==> src/rtl/cw305_trigger_ctrl_pkg.sv <==
// Shared definitions for the CW305 crypto launch/trigger controller:
// trigger mode codes, FSM state encoding and the saturating counter helper.
package cw305_trig_pkg;

   localparam logic [1:0] MODE_FOLLOW = 2'd0;
   localparam logic [1:0] MODE_PULSE  = 2'd1;
   localparam logic [1:0] MODE_WINDOW = 2'd2;

   typedef enum logic [2:0] {
      ST_IDLE      = 3'd0,
      ST_LOAD      = 3'd1,
      ST_WAIT_BUSY = 3'd2,
      ST_RUN       = 3'd3,
      ST_DONE      = 3'd4
   } state_t;

   localparam int unsigned SAT_W = 32;

   // Increment that sticks at max_v instead of wrapping.
   function automatic logic [SAT_W-1:0] sat_inc(input logic [SAT_W-1:0] v,
                                                input logic [SAT_W-1:0] max_v);
      return (v >= max_v) ? max_v : v + SAT_W'(1);
   endfunction

endpackage

==> src/rtl/cw305_trigger_ctrl_if.sv <==
// Register-block / crypto-core side bundle of the trigger controller.
// master = register block and cores, slave = the controller.
interface cw305_trigger_ctrl_if #(
   parameter int unsigned pCHANNELS  = 2,
   parameter int unsigned pSEL_WIDTH = 4,
   parameter int unsigned pCNT_WIDTH = 16,
   parameter int unsigned pPW_WIDTH  = 8
);
   logic                  I_start;
   logic [pSEL_WIDTH-1:0] I_sel;
   logic [1:0]            I_mode;
   logic [pCNT_WIDTH-1:0] I_delay;
   logic [pPW_WIDTH-1:0]  I_width;
   logic [pCNT_WIDTH-1:0] I_timeout;
   logic [pCHANNELS-1:0]  I_busy;
   logic [pCHANNELS-1:0]  O_load;
   logic                  O_trigger;
   logic                  O_busy;
   logic                  O_done;
   logic                  O_timeout;
   logic [pCNT_WIDTH-1:0] O_cycles;

   modport master (
      output I_start, I_sel, I_mode, I_delay, I_width, I_timeout, I_busy,
      input  O_load, O_trigger, O_busy, O_done, O_timeout, O_cycles
   );

   modport slave (
      input  I_start, I_sel, I_mode, I_delay, I_width, I_timeout, I_busy,
      output O_load, O_trigger, O_busy, O_done, O_timeout, O_cycles
   );
endinterface

==> src/rtl/cw305_trig_gen.sv <==
// Trigger generator: evaluates the trigger for the upcoming cycle from the
// controller's next-state values and registers it onto tio_trigger.
module cw305_trig_gen
   import cw305_trig_pkg::*;
#(
   parameter int unsigned pCNT_WIDTH = 16,
   parameter int unsigned pPW_WIDTH  = 8
) (
   input  logic                  crypto_clk,
   input  logic                  reset_i,
   input  logic [1:0]            mode,
   input  logic [pCNT_WIDTH-1:0] cnt,
   input  logic [pCNT_WIDTH-1:0] delay,
   input  logic [pPW_WIDTH-1:0]  width,
   input  logic                  busy,
   input  state_t                state,
   output logic                  trigger
);

   logic [pCNT_WIDTH:0] pulse_end;
   logic                in_run;
   logic                active;
   logic                past_delay;
   logic                in_pulse;
   logic                trig_d;

   // pulse_end carries one extra bit so delay + width cannot overflow
   assign pulse_end  = (pCNT_WIDTH+1)'(delay) + (pCNT_WIDTH+1)'(width);
   assign in_run     = (state == ST_WAIT_BUSY) || (state == ST_RUN);
   assign active     = in_run || (state == ST_LOAD);
   assign past_delay = (cnt >= delay);
   assign in_pulse   = ((pCNT_WIDTH+1)'(cnt) < pulse_end);

   always_comb begin
      trig_d = 1'b0;
      case (mode)
         MODE_PULSE:  trig_d = active && past_delay && in_pulse;
         MODE_WINDOW: trig_d = active && past_delay;
         default:     trig_d = in_run && busy;
      endcase
   end

   always_ff @(posedge crypto_clk or posedge reset_i) begin
      if (reset_i) trigger <= 1'b0;
      else         trigger <= trig_d;
   end

endmodule

==> src/rtl/cw305_trigger_ctrl.sv <==
// Launch controller for pCHANNELS crypto cores: load pulse, busy tracking,
// cycle counter, watchdog and sticky done/timeout status.
module cw305_trigger_ctrl
   import cw305_trig_pkg::*;
#(
   parameter int unsigned pCHANNELS  = 2,
   parameter int unsigned pSEL_WIDTH = 4,
   parameter int unsigned pCNT_WIDTH = 16,
   parameter int unsigned pPW_WIDTH  = 8
) (
   input  logic                crypto_clk,
   input  logic                reset_i,
   cw305_trigger_ctrl_if.slave bus
);

   localparam int unsigned EXT_W = 1 << pSEL_WIDTH;
   localparam logic [pCNT_WIDTH-1:0] CNT_MAX = '1;

   state_t                state_q, state_d;
   logic [pSEL_WIDTH-1:0] sel_q, sel_d;
   logic [1:0]            mode_q, mode_d;
   logic [pCNT_WIDTH-1:0] delay_q, delay_d;
   logic [pPW_WIDTH-1:0]  width_q, width_d;
   logic [pCNT_WIDTH-1:0] timeout_q, timeout_d;
   logic [pCNT_WIDTH-1:0] cnt_q, cnt_d;
   logic [pCHANNELS-1:0]  load_q, load_d;
   logic                  busy_q, busy_d;
   logic                  done_q, done_d;
   logic                  tmo_q, tmo_d;

   logic [EXT_W-1:0]      busy_ext;
   logic [EXT_W-1:0]      load_ext;
   logic                  busy_sel;
   logic                  start_ok;
   logic                  wd_hit;
   logic [pCNT_WIDTH-1:0] cnt_inc;

   // busy/load are widened to the full select range so any sel indexes safely
   assign busy_ext = EXT_W'(bus.I_busy);
   assign busy_sel = busy_ext[sel_q];
   assign load_ext = EXT_W'(1) << bus.I_sel;
   assign start_ok = bus.I_start && (32'(bus.I_sel) < pCHANNELS) &&
                     ((state_q == ST_IDLE) || (state_q == ST_DONE));
   assign wd_hit   = (timeout_q != '0) && (cnt_q == timeout_q);
   assign cnt_inc  = pCNT_WIDTH'(sat_inc(SAT_W'(cnt_q), SAT_W'(CNT_MAX)));

   always_comb begin
      state_d   = state_q;
      sel_d     = sel_q;
      mode_d    = mode_q;
      delay_d   = delay_q;
      width_d   = width_q;
      timeout_d = timeout_q;
      cnt_d     = cnt_q;
      load_d    = '0;
      busy_d    = busy_q;
      done_d    = done_q;
      tmo_d     = tmo_q;
      case (state_q)
         ST_IDLE, ST_DONE: begin
            if (start_ok) begin
               state_d   = ST_LOAD;
               sel_d     = bus.I_sel;
               mode_d    = bus.I_mode;
               delay_d   = bus.I_delay;
               width_d   = bus.I_width;
               timeout_d = bus.I_timeout;
               cnt_d     = '0;
               load_d    = pCHANNELS'(load_ext);
               busy_d    = 1'b1;
               done_d    = 1'b0;
               tmo_d     = 1'b0;
            end
         end
         ST_LOAD: begin
            state_d = ST_WAIT_BUSY;
            cnt_d   = cnt_inc;
         end
         ST_WAIT_BUSY: begin
            if (wd_hit) begin
               state_d = ST_DONE;
               busy_d  = 1'b0;
               done_d  = 1'b1;
               tmo_d   = 1'b1;
            end else begin
               cnt_d = cnt_inc;
               if (busy_sel) state_d = ST_RUN;
            end
         end
         ST_RUN: begin
            // a core finishing on the watchdog cycle counts as a normal end
            if (!busy_sel) begin
               state_d = ST_DONE;
               busy_d  = 1'b0;
               done_d  = 1'b1;
            end else if (wd_hit) begin
               state_d = ST_DONE;
               busy_d  = 1'b0;
               done_d  = 1'b1;
               tmo_d   = 1'b1;
            end else begin
               cnt_d = cnt_inc;
            end
         end
         default: state_d = ST_IDLE;
      endcase
   end

   always_ff @(posedge crypto_clk or posedge reset_i) begin
      if (reset_i) begin
         state_q   <= ST_IDLE;
         sel_q     <= '0;
         mode_q    <= '0;
         delay_q   <= '0;
         width_q   <= '0;
         timeout_q <= '0;
         cnt_q     <= '0;
         load_q    <= '0;
         busy_q    <= 1'b0;
         done_q    <= 1'b0;
         tmo_q     <= 1'b0;
      end else begin
         state_q   <= state_d;
         sel_q     <= sel_d;
         mode_q    <= mode_d;
         delay_q   <= delay_d;
         width_q   <= width_d;
         timeout_q <= timeout_d;
         cnt_q     <= cnt_d;
         load_q    <= load_d;
         busy_q    <= busy_d;
         done_q    <= done_d;
         tmo_q     <= tmo_d;
      end
   end

   cw305_trig_gen #(
      .pCNT_WIDTH (pCNT_WIDTH),
      .pPW_WIDTH  (pPW_WIDTH)
   ) u_trig_gen (
      .crypto_clk (crypto_clk),
      .reset_i    (reset_i),
      .mode       (mode_d),
      .cnt        (cnt_d),
      .delay      (delay_d),
      .width      (width_d),
      .busy       (busy_sel),
      .state      (state_d),
      .trigger    (bus.O_trigger)
   );

   assign bus.O_load    = load_q;
   assign bus.O_busy    = busy_q;
   assign bus.O_done    = done_q;
   assign bus.O_timeout = tmo_q;
   assign bus.O_cycles  = cnt_q;

endmodule

==> src/flat_wrapper.sv <==
// flat-port wrapper written by rule: the top's interface ports become plain ports
module cw305_trigger_ctrl_flat import cw305_trig_pkg::*;
#(
   parameter int unsigned pCHANNELS  = 2,
   parameter int unsigned pSEL_WIDTH = 4,
   parameter int unsigned pCNT_WIDTH = 16,
   parameter int unsigned pPW_WIDTH  = 8
)
  (crypto_clk, reset_i, bus_I_start, bus_I_sel, bus_I_mode, bus_I_delay, bus_I_width, bus_I_timeout, bus_I_busy, bus_O_load, bus_O_trigger, bus_O_busy, bus_O_done, bus_O_timeout, bus_O_cycles);
  cw305_trigger_ctrl_if #(.pCHANNELS(pCHANNELS), .pSEL_WIDTH(pSEL_WIDTH), .pCNT_WIDTH(pCNT_WIDTH), .pPW_WIDTH(pPW_WIDTH)) bus_i ();
  input  logic crypto_clk;
  input  logic reset_i;
  input wire logic [$bits(bus_i.I_start)-1:0] bus_I_start;
  input wire logic [$bits(bus_i.I_sel)-1:0] bus_I_sel;
  input wire logic [$bits(bus_i.I_mode)-1:0] bus_I_mode;
  input wire logic [$bits(bus_i.I_delay)-1:0] bus_I_delay;
  input wire logic [$bits(bus_i.I_width)-1:0] bus_I_width;
  input wire logic [$bits(bus_i.I_timeout)-1:0] bus_I_timeout;
  input wire logic [$bits(bus_i.I_busy)-1:0] bus_I_busy;
  output wire logic [$bits(bus_i.O_load)-1:0] bus_O_load;
  output wire logic [$bits(bus_i.O_trigger)-1:0] bus_O_trigger;
  output wire logic [$bits(bus_i.O_busy)-1:0] bus_O_busy;
  output wire logic [$bits(bus_i.O_done)-1:0] bus_O_done;
  output wire logic [$bits(bus_i.O_timeout)-1:0] bus_O_timeout;
  output wire logic [$bits(bus_i.O_cycles)-1:0] bus_O_cycles;
  assign bus_i.I_start = bus_I_start;
  assign bus_i.I_sel = bus_I_sel;
  assign bus_i.I_mode = bus_I_mode;
  assign bus_i.I_delay = bus_I_delay;
  assign bus_i.I_width = bus_I_width;
  assign bus_i.I_timeout = bus_I_timeout;
  assign bus_i.I_busy = bus_I_busy;
  assign bus_O_load = bus_i.O_load;
  assign bus_O_trigger = bus_i.O_trigger;
  assign bus_O_busy = bus_i.O_busy;
  assign bus_O_done = bus_i.O_done;
  assign bus_O_timeout = bus_i.O_timeout;
  assign bus_O_cycles = bus_i.O_cycles;
  cw305_trigger_ctrl #(.pCHANNELS(pCHANNELS), .pSEL_WIDTH(pSEL_WIDTH), .pCNT_WIDTH(pCNT_WIDTH), .pPW_WIDTH(pPW_WIDTH)) u_core (.crypto_clk(crypto_clk), .reset_i(reset_i), .bus(bus_i));
endmodule
==> config.mk <==
export PLATFORM = sky130hd
export DESIGN_NAME = cw305_trigger_ctrl_flat
export DESIGN_NICKNAME = d
export VERILOG_FILES = /design/src/rtl/cw305_trigger_ctrl_pkg.sv /design/src/rtl/cw305_trigger_ctrl_if.sv /design/src/rtl/cw305_trig_gen.sv /design/src/rtl/cw305_trigger_ctrl.sv /design/src/flat_wrapper.sv
export SDC_FILE = /design/constraint.sdc
export NUM_CORES = 1
export LEC_CHECK = 0
export ABC_AREA = 1
export CAP_MARGIN = 15
export CORE_MARGIN = 2
export CORE_UTILIZATION = 43
export DETAILED_ROUTE_END_ITERATION = 16
export DONT_BUFFER_PORTS = 1
export PLACE_DENSITY_LB_ADDON = 0.05
export SLEW_MARGIN = 20
export SYNTH_ARGS = -nofsm -noshare
export SYNTH_HDL_FRONTEND = slang
export SYNTH_SLANG_ARGS = --single-unit
==> constraint.sdc <==
create_clock -name crypto_clk -period 5.4 [get_ports crypto_clk]
set_input_delay 0.27 -clock crypto_clk [delete_from_list [all_inputs] [get_ports crypto_clk]]
set_output_delay 0.27 -clock crypto_clk [all_outputs]
set_load 0.02 [all_outputs]
==> results.sh, run 1 <==
export IMPL_path_common_cell="nand2_1"
export IMPL_cts_sinks=71
export IMPL_first_iter_violations=174
export IMPL_finalWirelength_um=12140
export IMPL_cts_buffers=9
export IMPL_hold_end="u_core.timeout_q[3]$_DFFE_PP0P_"
export IMPL_synthTopCellsByArea="dfrtp_1 38%, nand2_1 15%, ha_1 11%"
export IMPL_synth_async_reset_ratio_pct=100.0
export IMPL_seq_area_frac_synth_pct=37.55
export IMPL_final_cell_mix="183 x nand2_1, 93 x inv_1, 71 x dfrtp_1, 62 x o21ai_0, 42 x ha_1"
export IMPL_timing_fmax_ghz=0.2137
export IMPL_hpwl_um=9350
export IMPL_grt_overflow=0
export IMPL_run_status="complete, no violations"
export IMPL_row_count=38
export IMPL_setup_viol=0
export IMPL_layout_min_cycle_time_ns=4.680
export IMPL_antenna_cells=0
export IMPL_skew_ns=0.008029
export IMPL_netlist_area_leader_share_pct=37.55
export IMPL_cts_tree="yes"
export IMPL_synth_avg_cell_area_um2=7.464
export IMPL_fin_ws_ns=0.7201
export IMPL_synth_fp_nets=728
export IMPL_ctsHtreeMaxLevel=3
export IMPL_cp_end_kind="flip-flop"
export IMPL_synth_xor_area_share_pct=3.517
export IMPL_worstSetupStartpointType="flip-flop"
export IMPL_slowest_delay_ns=0.63
export IMPL_irDropWorstVdd_mv=0.2153
export IMPL_avgRoutedWirePerCell_um=15.45
export IMPL_leakage_nw=2.630
export IMPL_crit_slowest_cell="inv_2"
export IMPL_synth_seq_cells=71
export IMPL_hold_viol=0
export IMPL_worstSetupPathType="reg -> reg"
export IMPL_min_from="bus_I_timeout[3]"
export IMPL_reg2reg_slack_ns=0.72
export IMPL_crit_fanout=35
export IMPL_synth_top_family_by_area="simple AND/OR/NAND/NOR gates"
export IMPL_min_period_over_period_pct=86.66
export IMPL_grt_antenna_before_repair=0
export IMPL_clock_latency_ns=0.37
export IMPL_vias_per_cell=5.107
export IMPL_start_util_pct=43.84
export IMPL_relSlewSlack_pct=50.66
export IMPL_finalNonFillerCells=786
export IMPL_slew_viol_final=0
export IMPL_clockBufferDepth=2
export IMPL_postRouteAntennaNets=0
export IMPL_final_common_cell="nand2_1"
export IMPL_vias=4014
export IMPL_r2r_start="u_core.state_q[0]$_DFF_PP0_"
export IMPL_postCtsHoldBufs=2
export IMPL_die_w_um=108.9
export IMPL_power_density_nw_per_um2=550.3
export IMPL_arrival_ns=4.99
export IMPL_drc=0
export IMPL_hold_depth=2
export IMPL_yosysTopAreaCell="dfrtp_1"
export IMPL_worstRegToRegCells=28
export IMPL_synthSimpleGateAreaFrac_pct=25.78
export IMPL_synth_enable_flop_cells=0
export IMPL_nNetsFinal=736
export IMPL_hold_class="in -> reg"
export IMPL_clkTransAtPathRegs_ns=0.08
export IMPL_dieArea_um2=11860
export IMPL_r2r_end="u_core.u_trig_gen.trigger$_DFF_PP0_"
export IMPL_synth_cells=634
export IMPL_place_gp_congestion=0.8434
export IMPL_grt_max_degree=42
export IMPL_yosys_warnings=0
export IMPL_place_ws_ns=0.7020
export IMPL_numPortBuffers=0
export IMPL_timing_setup_tns_ns=0
export IMPL_grt_pass1_vias=4071
export IMPL_synth_compound_area_share_pct=12.61
export IMPL_area_growth_pct=7.509
export IMPL_die_y_um=108.9
export IMPL_core_um2=10790
export IMPL_post_cts_resized=0
export IMPL_dp_cells=768
export IMPL_num_fill_cells=1104
export IMPL_syn_area_um2=4732
export IMPL_post_cts_buffers=0
export IMPL_synth_ff_type="dfrtp_1"
export IMPL_critPathRequiredTime_ns=5.71
export IMPL_drv_cap=0
export IMPL_cts_root_buf="clkbuf_8"
export IMPL_synth_cell_types=39
export IMPL_grt_total_usage_pct=22.47
export IMPL_synthMuxAreaShare_pct=0
export IMPL_drive_gt1_share_pct=7.121
export IMPL_grt_pass1_wl_um=20050
export IMPL_dr_pass1_iters=4
export IMPL_ios=73
export IMPL_rsz0062_at_grt="no"
export IMPL_tightestPinTransition_ns=0.7393
export IMPL_synth_fa_ha_area_share_pct=11.53
==> sequential cells by signal (all words and copies together), names as in the netlist <==
name / flops
u_core.bus.O_busy: 1
u_core.bus.O_cycles: 16
u_core.bus.O_done: 1
u_core.bus.O_load: 2
u_core.bus.O_timeout: 1
u_core.delay_q: 16
u_core.mode_q: 2
u_core.sel_q: 4
u_core.state_q: 3
u_core.timeout_q: 16
u_core.u_trig_gen.trigger: 1
u_core.width_q: 8
==> cells by family (layout without fill, tap and decap cells) <==
group	after synthesis	after routing
DFF	71	71
adders and majority gates	43	43
AOI/OAI and AO/OA	107	107
buffers and inverters	109	121
xor gates and xnor gates	19	19
and+or+nand+nor	285	285
==> how the worst max path moves through the flow <==
stage	start	end	slack (ns)	cells after the start
after floorplan	u_core.state_q[0]$_DFF_PP0_	u_core.u_trig_gen.trigger$_DFF_PP0_	1.67	24
after global placement	u_core.state_q[0]$_DFF_PP0_	u_core.u_trig_gen.trigger$_DFF_PP0_	0.80	28
after detailed placement	u_core.state_q[0]$_DFF_PP0_	u_core.u_trig_gen.trigger$_DFF_PP0_	0.70	22
after CTS	u_core.state_q[0]$_DFF_PP0_	u_core.u_trig_gen.trigger$_DFF_PP0_	0.65	28
after global routing	u_core.state_q[0]$_DFF_PP0_	u_core.u_trig_gen.trigger$_DFF_PP0_	0.05	26
final	u_core.state_q[0]$_DFF_PP0_	u_core.u_trig_gen.trigger$_DFF_PP0_	0.72	28
==> synth_stat cells, types with 5 or more instances <==
library cell / number
clkbuf_1: 9
a21oi_1: 27
xor2_1: 17
inv_1: 94
dfrtp_1: 71
nand2_1: 183
nor2_2: 6
nor4_1: 5
nor2_1: 41
nand4_1: 9
o21ai_0: 62
nand3_1: 19
ha_1: 42
nor3_1: 7
==> final cells by class <==
cell class / instances / area, µm² / share of cell area (%)
Tap cell: 140 / 175.2 / 3.443
Clock inverter: 4 / 22.52 / 0.4427
Clock buffer: 11 / 141.4 / 2.779
Multi-Input combinational cell: 454 / 2529 / 49.70
Timing Repair Buffer: 10 / 82.58 / 1.623
Inverter: 96 / 360.3 / 7.083
Sequential cell: 71 / 1777 / 34.92
==> where the power goes <==
group	internal, mW	leakage [nW]	total [mW]	switching (mW)
registers	0.731	0.899	0.914	0.182
clock network	0.175	0.0850	0.388	0.213
logic	0.540	1.65	1.50	0.959
==> layer usage <==
layer | up-vias | wire [µm] | GRT usage [%]
li1 | 2050 | - | -
met1 | 1885 | 5796 | 29.14
met2 | 65 | 5698 | 37.53
met3 | 14 | 451 | 3.945
met4 | 0 | 197 | 8.059
met5 | - | 0 | 0
==> metrics by stage <==
stage	power [mW]	hold slack (ns)	utilization, %	cell area [µm²]
finish	2.800	0.01677	47.14	5087
floorplan	2.039	0.3364	-	4732
detailed placement	2.420	0.2968	45.34	4893
global placement	2.393	0.3019	45.34	4893
global route	3.128	0.003647	47.14	5087
CTS	2.824	0.002345	47.04	5077
==> critical path: cells and delay by family, from the launching register on <==
family | cells | cell delay, ns
AND/OR/NAND/NOR | 20 | 2.40
adder cells (fa/ha/maj) | 2 | 0.47
buffers and inverters | 3 | 0.82
AO/OA/AOI/OAI | 3 | 0.47
flip-flops | 1 | 0.44
(Power assumes the default switching activity.)
==> run 2: changes to the inputs <==
CORE_UTILIZATION = 60   (was 43)
==> run 2 against run 1 <==
  * Fmax is 8.7% higher
  * Clock power up 33%
  * Largest cell class unchanged
  * Critical endpoint unchanged
  * Clock skew rose by 0.0018 ns
  * Utilization rose by 19 points
==> results.sh, run 2 (synthesis results as in run 1) <==
export IMPL_run_status="complete, no violations"
export IMPL_min_period_over_period_pct=79.73
export IMPL_die_w_um=92.81
export IMPL_cts_buffers=9
export IMPL_setup_viol=0
export IMPL_path_common_cell="nand2_1"
export IMPL_drv_cap=0
export IMPL_core_um2=7687
export IMPL_dr_pass1_iters=5
export IMPL_dieArea_um2=8613
export IMPL_antenna_cells=0
export IMPL_start_util_pct=61.56
export IMPL_final_common_cell="nand2_1"
export IMPL_critPathRequiredTime_ns=5.69
export IMPL_grt_pass1_wl_um=18270
export IMPL_row_count=32
export IMPL_grt_antenna_before_repair=0
export IMPL_final_cell_mix="183 x nand2_1, 93 x inv_1, 71 x dfrtp_1, 62 x o21ai_0, 42 x ha_1"
export IMPL_clkTransAtPathRegs_ns=0.07
export IMPL_slew_viol_final=0
export IMPL_fin_ws_ns=1.095
export IMPL_hpwl_um=8427
export IMPL_grt_pass1_vias=3858
export IMPL_ios=73
export IMPL_clock_latency_ns=0.35
export IMPL_timing_fmax_ghz=0.2323
export IMPL_rsz0062_at_grt="no"
export IMPL_finalWirelength_um=11070
export IMPL_hold_ws_ns=0.03722
export IMPL_grt_max_degree=72
export IMPL_cts_tree="yes"
export IMPL_power_density_nw_per_um2=575.6
export IMPL_cp_end_kind="flip-flop"
export IMPL_worstSetupPathType="reg -> reg"
export IMPL_ctsHtreeMaxLevel=3
export IMPL_place_ws_ns=1.130
export IMPL_crit_fanout=27
export IMPL_worstSetupStartpointType="flip-flop"
export IMPL_tightestPinTransition_ns=0.9315
export IMPL_irDropWorstVdd_mv=0.3412
export IMPL_cts_root_buf="clkbuf_8"
export IMPL_area_growth_pct=7.324
export IMPL_die_y_um=92.81
export IMPL_postLayoutCoreUtil_pct=66.06
export IMPL_avgRoutedWirePerCell_um=14.88
export IMPL_numPortBuffers=0
export IMPL_vias_per_cell=5.469
export IMPL_place_gp_congestion=0.9188
export IMPL_grt_overflow=0
export IMPL_slowest_delay_ns=0.46
export IMPL_layout_min_cycle_time_ns=4.305
export IMPL_post_cts_resized=0
export IMPL_crit_slowest_cell="inv_2"
export IMPL_drive_gt1_share_pct=7.009
export IMPL_hold_class="in -> reg"
export IMPL_skew_ns=0.009851
export IMPL_grt_total_usage_pct=27.03
export IMPL_timing_setup_tns_ns=0
export IMPL_nNetsFinal=731
export IMPL_arrival_ns=4.59
export IMPL_leakage_nw=2.642
export IMPL_postRouteAntennaNets=0
export IMPL_drc=0
export IMPL_relSlewSlack_pct=37.90
export IMPL_cts_sinks=71
export IMPL_vias=4069
export IMPL_clockBufferDepth=2
export IMPL_first_iter_violations=219
export IMPL_hold_viol=0
run 2: cell type report:
cell class / count / area (µm²)
Clock buffer: 10 / 137.6
Timing Repair Buffer: 5 / 40.04
Clock inverter: 6 / 107.6
Fill cell: 693 / 2609
Sequential cell: 71 / 1777
Multi-Input combinational cell: 454 / 2529
Tap cell: 102 / 127.6
Inverter: 96 / 360.3
run 2: report_power, final:
part,total (mW),switching (mW),internal (mW)
combinational,1.49,0.955,0.536
sequential,0.915,0.183,0.732
clock,0.517,0.199,0.318
total,2.92,1.34,1.59
run 2: path summary, 6_finish.rpt:
check / from / to / slack [ns] / cells after the start
hold reg to reg: u_core.sel_q[2]$_DFFE_PP0P_ / u_core.sel_q[2]$_DFFE_PP0P_ / 0.47 / 2
setup / recovery: u_core.state_q[0]$_DFF_PP0_ / u_core.u_trig_gen.trigger$_DFF_PP0_ / 1.09 / 28
max in group asynchronous: reset_i / u_core.state_q[2]$_DFF_PP0_ / 4.71 / 2
min in group asynchronous: reset_i / u_core.timeout_q[12]$_DFFE_PP0P_ / 0.09 / 2
hold / removal: bus_I_timeout[12] / u_core.timeout_q[12]$_DFFE_PP0P_ / 0.04 / 2
setup reg to reg: u_core.state_q[0]$_DFF_PP0_ / u_core.u_trig_gen.trigger$_DFF_PP0_ / 1.09 / 28
run 2: timing repair:
item	in CTS	in global routing
hold endpoints to repair	1	0
hold buffers	1	0
buffers inserted	0	0
run 2: worst max-delay path, delay by kind of cell, from the launching register on:
| family | cells | cell delay [ns] |
|---|---|---|
| DFF | 1 | 0.43 |
| buffers and inverters | 3 | 0.67 |
| AOI/OAI and AO/OA | 3 | 0.48 |
| adders and majority gates | 2 | 0.47 |
| and+or+nand+nor | 20 | 2.19 |
run 2: layer usage:
metal	wire length (µm)	GRT usage [%]	part of all wire (%)	vias to the layer above
met5	0	0	0	-
met1	5002	34.72	45	1872
met3	639	6.103	5.8	24
li1	-	-	-	2043
met2	5226	45.83	47	130
met4	200	7.721	1.8	0
run 2: through the flow:
step	cells	power, mW	cell area, µm²
after global placement	727	2.335	4823
after floorplan	634	2.039	4732
after CTS	744	2.920	5079
final	744	2.923	5079
after global routing	744	3.202	5079
after detailed placement	727	2.389	4823
